$ cat config.mk
export PLATFORM = sky130hd
export DESIGN_NAME = signed_divider_seq_flat
export DESIGN_NICKNAME = d
export VERILOG_FILES = /design/src/rtl/signed_divider_seq_if.sv /design/src/rtl/signed_divider_seq.sv /design/src/flat_wrapper.sv
export SDC_FILE = /design/constraint.sdc
export NUM_CORES = 1
export LEC_CHECK = 0
export ABC_AREA = 1
export CAP_MARGIN = 20
export CORE_ASPECT_RATIO = 2
export CORE_MARGIN = 8
export CORE_UTILIZATION = 49
export CTS_CLUSTER_SIZE = 24
export DETAILED_ROUTE_END_ITERATION = 6
export GPL_ROUTABILITY_DRIVEN = 1
export PLACE_DENSITY = 0.74
export SLEW_MARGIN = 0
export SYNTH_ARGS = -nofsm -noshare
export SYNTH_HDL_FRONTEND = slang
export SYNTH_SLANG_ARGS = --single-unit
$ cat constraint.sdc
create_clock -name clk -period 2.02 [get_ports clk]
set_clock_uncertainty 0.2 [all_clocks]
set_input_delay 0.202 -clock clk [delete_from_list [all_inputs] [get_ports clk]]
set_output_delay 0.202 -clock clk [all_outputs]
set_load 0.005 [all_outputs]
$ cat src/rtl/signed_divider_seq_if.sv
// Request/result bundle for the sequential signed divider.
// The master side issues start with operands; the slave side returns busy/done and the results.
interface signed_divider_seq_if;
  logic       start;
  logic [4:0] dividend;
  logic [2:0] divisor;
  logic       busy;
  logic       done;
  logic [4:0] quotient;
  logic [4:0] remainder;
  logic       dbz;
  logic       ovf;

  modport master (
    output start, dividend, divisor,
    input  busy, done, quotient, remainder, dbz, ovf
  );

  modport slave (
    input  start, dividend, divisor,
    output busy, done, quotient, remainder, dbz, ovf
  );
endinterface

$ cat src/rtl/signed_divider_seq.sv
// 5-bit signed / 3-bit sign-magnitude restoring divider: done 8 cycles after start (2 for divide-by-zero).
// No backpressure: start is sampled only in IDLE and ignored while busy; results hold until the next done.
module signed_divider_seq (
  input  logic                 clk,
  input  logic                 rst_n,
  signed_divider_seq_if.slave  bus
);

  typedef enum logic [2:0] {
    IDLE = 3'd0,
    LOAD = 3'd1,
    DIV  = 3'd2,
    SIGN = 3'd3,
    DONE = 3'd4
  } state_t;

  state_t     state_q, state_d;
  logic [4:0] dividend_q, dividend_d;
  logic [2:0] divisor_q, divisor_d;
  logic [4:0] dvd_mag_q, dvd_mag_d;
  logic [1:0] dvs_mag_q, dvs_mag_d;
  logic       dvd_neg_q, dvd_neg_d;
  logic       dvs_neg_q, dvs_neg_d;
  logic [1:0] rem_q, rem_d;
  logic [4:0] quo_q, quo_d;
  logic [2:0] cnt_q, cnt_d;
  logic [4:0] quotient_q, quotient_d;
  logic [4:0] remainder_q, remainder_d;
  logic       dbz_q, dbz_d;
  logic       ovf_q, ovf_d;

  logic [2:0] partial;
  logic       quo_neg;

  always_comb begin
    state_d     = state_q;
    dividend_d  = dividend_q;
    divisor_d   = divisor_q;
    dvd_mag_d   = dvd_mag_q;
    dvs_mag_d   = dvs_mag_q;
    dvd_neg_d   = dvd_neg_q;
    dvs_neg_d   = dvs_neg_q;
    rem_d       = rem_q;
    quo_d       = quo_q;
    cnt_d       = cnt_q;
    quotient_d  = quotient_q;
    remainder_d = remainder_q;
    dbz_d       = dbz_q;
    ovf_d       = ovf_q;
    partial     = {rem_q, dvd_mag_q[cnt_q]};
    quo_neg     = (dvd_neg_q ^ dvs_neg_q) && (quo_q != 5'd0);

    case (state_q)
      IDLE: begin
        if (bus.start) begin
          dividend_d = bus.dividend;
          divisor_d  = bus.divisor;
          state_d    = LOAD;
        end
      end

      LOAD: begin
        // -16 negates to 5'b10000, which is the correct unsigned magnitude 16
        dvd_neg_d = dividend_q[4];
        dvd_mag_d = dividend_q[4] ? (~dividend_q + 5'd1) : dividend_q;
        dvs_neg_d = divisor_q[2];
        dvs_mag_d = divisor_q[1:0];
        rem_d     = 2'd0;
        quo_d     = 5'd0;
        cnt_d     = 3'd4;
        if (divisor_q[1:0] == 2'd0) begin
          quotient_d  = 5'd0;
          remainder_d = dividend_q;
          dbz_d       = 1'b1;
          ovf_d       = 1'b0;
          state_d     = DONE;
        end else begin
          state_d = DIV;
        end
      end

      DIV: begin
        // partial remainder stays below the divisor, so two bits hold it between steps
        if (partial >= {1'b0, dvs_mag_q}) begin
          rem_d        = 2'(partial - {1'b0, dvs_mag_q});
          quo_d[cnt_q] = 1'b1;
        end else begin
          rem_d        = partial[1:0];
          quo_d[cnt_q] = 1'b0;
        end
        if (cnt_q == 3'd0) begin
          state_d = SIGN;
        end else begin
          cnt_d = cnt_q - 3'd1;
        end
      end

      SIGN: begin
        dbz_d = 1'b0;
        if ((quo_q == 5'b10000) && !quo_neg) begin
          quotient_d  = 5'b01111;
          remainder_d = 5'd0;
          ovf_d       = 1'b1;
        end else begin
          quotient_d  = quo_neg ? (~quo_q + 5'd1) : quo_q;
          remainder_d = (dvd_neg_q && (rem_q != 2'd0)) ? (~{3'b000, rem_q} + 5'd1)
                                                       : {3'b000, rem_q};
          ovf_d       = 1'b0;
        end
        state_d = DONE;
      end

      DONE: begin
        state_d = IDLE;
      end

      default: begin
        state_d = IDLE;
      end
    endcase
  end

  always_ff @(posedge clk) begin
    if (!rst_n) begin
      state_q     <= IDLE;
      dividend_q  <= 5'd0;
      divisor_q   <= 3'd0;
      dvd_mag_q   <= 5'd0;
      dvs_mag_q   <= 2'd0;
      dvd_neg_q   <= 1'b0;
      dvs_neg_q   <= 1'b0;
      rem_q       <= 2'd0;
      quo_q       <= 5'd0;
      cnt_q       <= 3'd0;
      quotient_q  <= 5'd0;
      remainder_q <= 5'd0;
      dbz_q       <= 1'b0;
      ovf_q       <= 1'b0;
    end else begin
      state_q     <= state_d;
      dividend_q  <= dividend_d;
      divisor_q   <= divisor_d;
      dvd_mag_q   <= dvd_mag_d;
      dvs_mag_q   <= dvs_mag_d;
      dvd_neg_q   <= dvd_neg_d;
      dvs_neg_q   <= dvs_neg_d;
      rem_q       <= rem_d;
      quo_q       <= quo_d;
      cnt_q       <= cnt_d;
      quotient_q  <= quotient_d;
      remainder_q <= remainder_d;
      dbz_q       <= dbz_d;
      ovf_q       <= ovf_d;
    end
  end

  assign bus.busy      = (state_q != IDLE);
  assign bus.done      = (state_q == DONE);
  assign bus.quotient  = quotient_q;
  assign bus.remainder = remainder_q;
  assign bus.dbz       = dbz_q;
  assign bus.ovf       = ovf_q;

  a_done_busy: assert property (@(posedge clk) disable iff (!rst_n) bus.done |-> bus.busy);
  a_cnt_range: assert property (@(posedge clk) disable iff (!rst_n) (state_q == DIV) |-> (cnt_q <= 3'd4));

endmodule

$ cat src/flat_wrapper.sv
// flat-port wrapper written by rule: the top's interface ports become plain ports
module signed_divider_seq_flat 
  (clk, rst_n, bus_start, bus_dividend, bus_divisor, bus_busy, bus_done, bus_quotient, bus_remainder, bus_dbz, bus_ovf);
  signed_divider_seq_if bus_i ();
  input  logic clk;
  input  logic rst_n;
  input wire logic [$bits(bus_i.start)-1:0] bus_start;
  input wire logic [$bits(bus_i.dividend)-1:0] bus_dividend;
  input wire logic [$bits(bus_i.divisor)-1:0] bus_divisor;
  output wire logic [$bits(bus_i.busy)-1:0] bus_busy;
  output wire logic [$bits(bus_i.done)-1:0] bus_done;
  output wire logic [$bits(bus_i.quotient)-1:0] bus_quotient;
  output wire logic [$bits(bus_i.remainder)-1:0] bus_remainder;
  output wire logic [$bits(bus_i.dbz)-1:0] bus_dbz;
  output wire logic [$bits(bus_i.ovf)-1:0] bus_ovf;
  assign bus_i.start = bus_start;
  assign bus_i.dividend = bus_dividend;
  assign bus_i.divisor = bus_divisor;
  assign bus_busy = bus_i.busy;
  assign bus_done = bus_i.done;
  assign bus_quotient = bus_i.quotient;
  assign bus_remainder = bus_i.remainder;
  assign bus_dbz = bus_i.dbz;
  assign bus_ovf = bus_i.ovf;
  signed_divider_seq u_core (.clk(clk), .rst_n(rst_n), .bus(bus_i));
endmodule
-- Word-level counts from Yosys, hierarchy flattened
Cells that the tools add are included.
- add/sub/neg operators: 5
- multipliers: 0
- divide/modulo/power cells: 0
- $lt $le $gt $ge: 3
- equality and inequality tests: 9
- shifts and indexed selects: 0
- multiplexer cells: 28
- bitwise operators: 7
- reductions and logical operators: 17
- operators with widths (kind ; number):
    $mux W5 ; 8
    $pmux W5 S2 ; 3
    $add A5 B1 Y5 const B ; 3
    $not A5 Y5 ; 3
    $mux W3 ; 4
    $pmux W3 S4 ; 1
    $reduce_and A2 Y1 ; 4
    $eq A3 B2 Y1 const B ; 2
    $logic_not A3 Y1 ; 2
    $pmux W3 S2 ; 1
    $reduce_bool A2 Y1 ; 3
    $and A5 B5 Y5 ; 1
    $eq A5 B5 Y1 const B ; 1
    $mux W1 ; 5
    $not A2 Y5 ; 1
    $or A5 B5 Y5 ; 1
    $reduce_bool A5 Y1 ; 1
    $logic_and A1 B1 Y1 ; 4
    $lt A3 B4 Y1 const B ; 1
    $ne A2 B1 Y1 const B ; 2
    $ne A2 B2 Y1 const B ; 2
    $pmux W1 S2 ; 2
    $pmux W2 S2 ; 1
    $bmux W1 S3 ; 1
    other kinds (12) ; 12
- bits in registers: 42
- bits in latches: 0
- RAM bits: 0
- memory bits (read-only): 0
- memories: 0

-- Longest topological paths before layout
- depth in word-level cells: 8
- mapped depth: 15
- gate-level depth less buffers: 14

-- Worst setup path before layout
No wires, ideal clock.
- path type: register to register
- start point: register u_core.cnt_q[0]
- end point: register u_core.rem_q[0]
- setup time: 132 ps
- arrival time: 1589 ps
- slack: 99 ps
- stages on the path, launching flop included: 16
- path buffers: 1
- clock period less this slack: 1921 ps
- cell sequence: dfxtp_1 buf_2 inv_1 nand2_1 nand3_1 nand2_1 nor2_1 ha_1 inv_1 nand2_1 nand2_1 nand2_1 nand3_1 nand2_1 inv_1 a21oi_1
- cells in the longest elaborated chain, start to end: 5
- elaborated cells on any way between the ends: 6
- RTL lines (item ; line ; RTL):
    from (decl) ; signed_divider_seq.sv:26 ; logic [2:0] cnt_q, cnt_d;
    from (signal assigned) ; signed_divider_seq.sv:149 ; cnt_q <= cnt_d;
    $bmux W1 S3 * ; signed_divider_seq.sv:50 ; partial = {rem_q, dvd_mag_q[cnt_q]};
    $mux W1 (implied by the code) * ; signed_divider_seq.sv:50 ;
    $ge A3 B2 Y1 / $sub A2 B2 Y2 (equally long branches) ; signed_divider_seq.sv:84, signed_divider_seq.sv:85 ;
    $mux W2 * ; signed_divider_seq.sv:84 ; if (partial >= {1'b0, dvs_mag_q}) begin
    $pmux W2 S2 * ; signed_divider_seq.sv:53 ; case (state_q)
    to (signal assigned) ; signed_divider_seq.sv:147 ; rem_q <= rem_d;
    to (decl) ; signed_divider_seq.sv:24 ; logic [1:0] rem_q, rem_d;
Every way passes the cells marked *; elsewhere a longest branch is shown, timed or not. The select of a mux whose other input is x is not followed.
A chain may end at the register's enable or synchronous reset.

-- Final worst setup path
- start point: register u_core.cnt_q[0]
- end point: register u_core.rem_q[1]
The elaborated chain is that of the path after synthesis.

==> flow_summary.toml <==
[hold_path]
hold_end = "u_core.divisor_q[2]"
worstHoldStart = "u_core.divisor_q[2]"
worstHoldPathType = "reg -> reg"
whs_path_depth = 2

[clocking]
cts_tree = "built"
clk_pin_slew_ps = 80
numCtsBuffers = 5
cts_buffer_depth = 2
clock-root-buffer = "clkbuf_8"
hold_buffers = 0
cts_max_level = 2
cts.sinks = 42
insertion_delay_ps = 300

[cells_and_area]
nNetsFinal = 348
fin_util_pct = 63.45
seqCellArea_sq_um = 845.8
antenna_cells = 0
drive_gt1_share_pct = 14.29
syn2layout_area_growth_pct = 25.41
nFillCells = 391
multi_input_area_sq_mm = 0.001061

[timing]
maxSlewViolCount = 0
hold_viol_final = 0
layout_min_cycle_time_ps = 1923
fmax_ghz = 0.5199
layout_setup_ws_ps = 96.54
period_share_pct = 95.22
setup_violations = 0
fin_worst_hold_slack_ps = 262.0
tightest_slew_ps = 495.0
max_slew_margin_pct = 66.91
fin_setup_tns_ps = 0

[grt]
grt_use_met2_pct = 29.78
grt_pass1_vias = 1923
overflow = 0
met1_usage_pct = 15.49
gr-max-usage-layer = "met2"
met3_usage_pct = 2.874
antenna_found_initial = 0
grt_first_pass_wirelength_mm = 8.224
track_usage_pct = 16.32
grt_max_degree = 24

[placement]
globalplace.congestion = 0.8689
dp_hpwl_mm = 3.862
dp_slack_ps = -38.36
io_buffers = 24

[synth]
synth_ff_type = "dfxtp_1"
yosys_warnings = 0
ys_seq_elements = 42
synth_area_sq_mm = 0.002068
syn_nets = 309
syn_inst = 289
syn_avg_cell_area_sq_um = 7.157
synth_area_leaders = "dfxtp_1 41%, a21oi_1 10%, nand2_1 10%"
ys_seq_area_share_pct = 40.65
yosys.area.top_type_share_pct = 40.65
ys_types = 28
synth_edf_count = 0
synthArstFlopShare_pct = 0
yosysTopAreaCell = "dfxtp_1"

[critical_path]
cp_slowest_cell = "dfxtp_1"
path_class = "reg -> reg"
critPathRequiredTime_ps = 2040
rr_endpoint = "u_core.rem_q[1]"
cp_max_fo = 8
cp.arrival_ps = 1940
cp_slowest_stage_delay_ps = 390
worstSetupStartpoint = "u_core.cnt_q[0]"
end_kind = "flip-flop"
rrSetupSlack_ps = 100
cpMostUsedCell = "nand2_1"
r2r_cells = 13
timing.rr.start = "u_core.cnt_q[0]"
startpoint_type = "flip-flop"
path_cells = "inv_2, nand2_1, nand3_1, nand2_1, nor2_1, ha_1, inv_1, nand2_1, nand2_2, nand2_4, nand2_1, nand3_1, a21oi_2"

[floorplan]
core_sq_mm = 0.004088
initial_core_util_pct = 50.60
die_area_sq_mm = 0.006682
die_h_um = 107.9
rows = 33
ios = 25
die_w_um = 61.94

[drt]
ant_nets = 0
drt_first_pass_iters = 4
post-route-drc-count = 0
first_iter_violations = 39
drt_wl_total_mm = 5.100
avgRoutedWirePerCell_um = 13.39
route.vias.total = 1981
vias_per_cell = 5.199

[flow_run]
drv_cap = 0

[pwr]
ir_drop_mv = 0.5534
p_per_area_mw_per_mm2 = 710.5
leakage_nw = 1.096

[status]
run_status = "finished clean"
==> through the flow <==
stage / power, mW / instance area (sq um) / instances
2_1_floorplan: 1.097 / 2068 / 289
6_report: 1.843 / 2594 / 381
3_3_place_gp: 1.195 / 2431 / 371
3_5_place_dp: 1.201 / 2431 / 371
5_1_grt: 1.920 / 2594 / 381
4_1_cts: 1.841 / 2541 / 379
==> synthesized netlist by cell type, types with 2 or more instances <==
| cell type | number |
|---|---|
| inv_1 | 37 |
| nor2_2 | 2 |
| nand2_2 | 2 |
| ha_1 | 9 |
| nand4_1 | 5 |
| clkinv_1 | 2 |
| buf_2 | 2 |
| dfxtp_1 | 42 |
| nand3_1 | 16 |
| nor2_1 | 17 |
| clkbuf_1 | 3 |
| inv_2 | 2 |
| nand2_1 | 55 |
| a21oi_1 | 43 |
| nor3_1 | 7 |
| xor2_1 | 3 |
| o21ai_0 | 30 |
| nand2_4 | 2 |
==> final cells by class <==
cell class / instances / area share (%)
Clock buffer: 7 / 2.943
Clock inverter: 1 / 1.158
Inverter: 42 / 6.271
Multi-Input combinational cell: 198 / 40.91
Sequential cell: 42 / 32.61
Tap cell: 52 / 2.508
Timing Repair Buffer: 39 / 13.60
==> placed cells by master (no fill, tap or decap), drive strengths merged <==
cell / netlist / routed
o21ai: 30 / 30
a21oi: 43 / 43
o2111a: 1 / 1
dfxtp: 42 / 42
or2: 1 / 1
clkdlybuf4s50: 0 / 24
a211oi: 1 / 1
o21a: 1 / 1
clkbuf: 3 / 7
nor3: 7 / 7
buf: 4 / 15
nand2: 59 / 59
nand4: 5 / 5
nor2: 19 / 19
a22oi: 1 / 1
clkinv: 2 / 1
bufinv: 0 / 1
ha: 9 / 9
nand3: 17 / 17
inv: 40 / 41
xor2: 3 / 3
a31oi: 1 / 1
==> power breakdown <==
| group | internal, mW | leakage, nW | total [mW] | switching, mW |
|---|---|---|---|---|
| combinational | 0.117 | 0.700 | 0.278 | 0.161 |
| sequential | 0.876 | 0.344 | 0.914 | 0.0386 |
| clock | 0.370 | 0.0524 | 0.650 | 0.280 |
==> worst max-delay path by stage <==
stage	cells after the start	to
finish	13	u_core.rem_q[1]
global route	12	u_core.rem_q[1]
CTS	12	u_core.bus.remainder[4]
detailed placement	13	u_core.rem_q[0]
global placement	13	u_core.rem_q[0]
floorplan	15	u_core.rem_q[0]
==> metal layers <==
layer  wire, um  vias to the layer above
li1           -                     1030
met1       1907                      898
met2       2870                       37
met3        136                       16
met4        185                        0
met5          0                        -
==> sequential cells by signal (all words and copies together), names as in the netlist <==
register              cells
u_core.divisor_q          3
u_core.bus.ovf            1
u_core.dvs_mag_q          2
u_core.state_q            3
u_core.dvd_neg_q          1
u_core.bus.dbz            1
u_core.rem_q              2
u_core.dividend_q         5
u_core.dvd_mag_q          5
u_core.dvs_neg_q          1
u_core.quo_q              5
u_core.bus.quotient       5
u_core.cnt_q              3
u_core.bus.remainder      5
==> repair_timing <==
action                     4_1_cts  5_1_grt
gates resized for setup          2       16
setup endpoints to repair        2       17
cloned                           0        0
pin swaps                        0        2
setup buffers                    0        2
==> cells by family (layout without fill, tap and decap cells) <==
kind of cell / count (synthesis) / in the layout / synth area share, %
AND/OR/NAND/NOR: 108 / 108 / 23.23
AO/OA/AOI/OAI: 78 / 78 / 19.60
buffers and inverters: 49 / 89 / 9.801
flip-flops: 42 / 42 / 40.65
adder cells (fa/ha/maj): 9 / 9 / 5.445
XOR/XNOR: 3 / 3 / 1.271
==> critical path, delay by kind of cell (launching register included) <==
family	cells	cell delay, ps
buf+inv	2	150
simple gates	9	680
fa+ha+maj	1	260
flops	1	390
compound gates	1	160
Note: power is estimated with default switching activity, not from simulation.
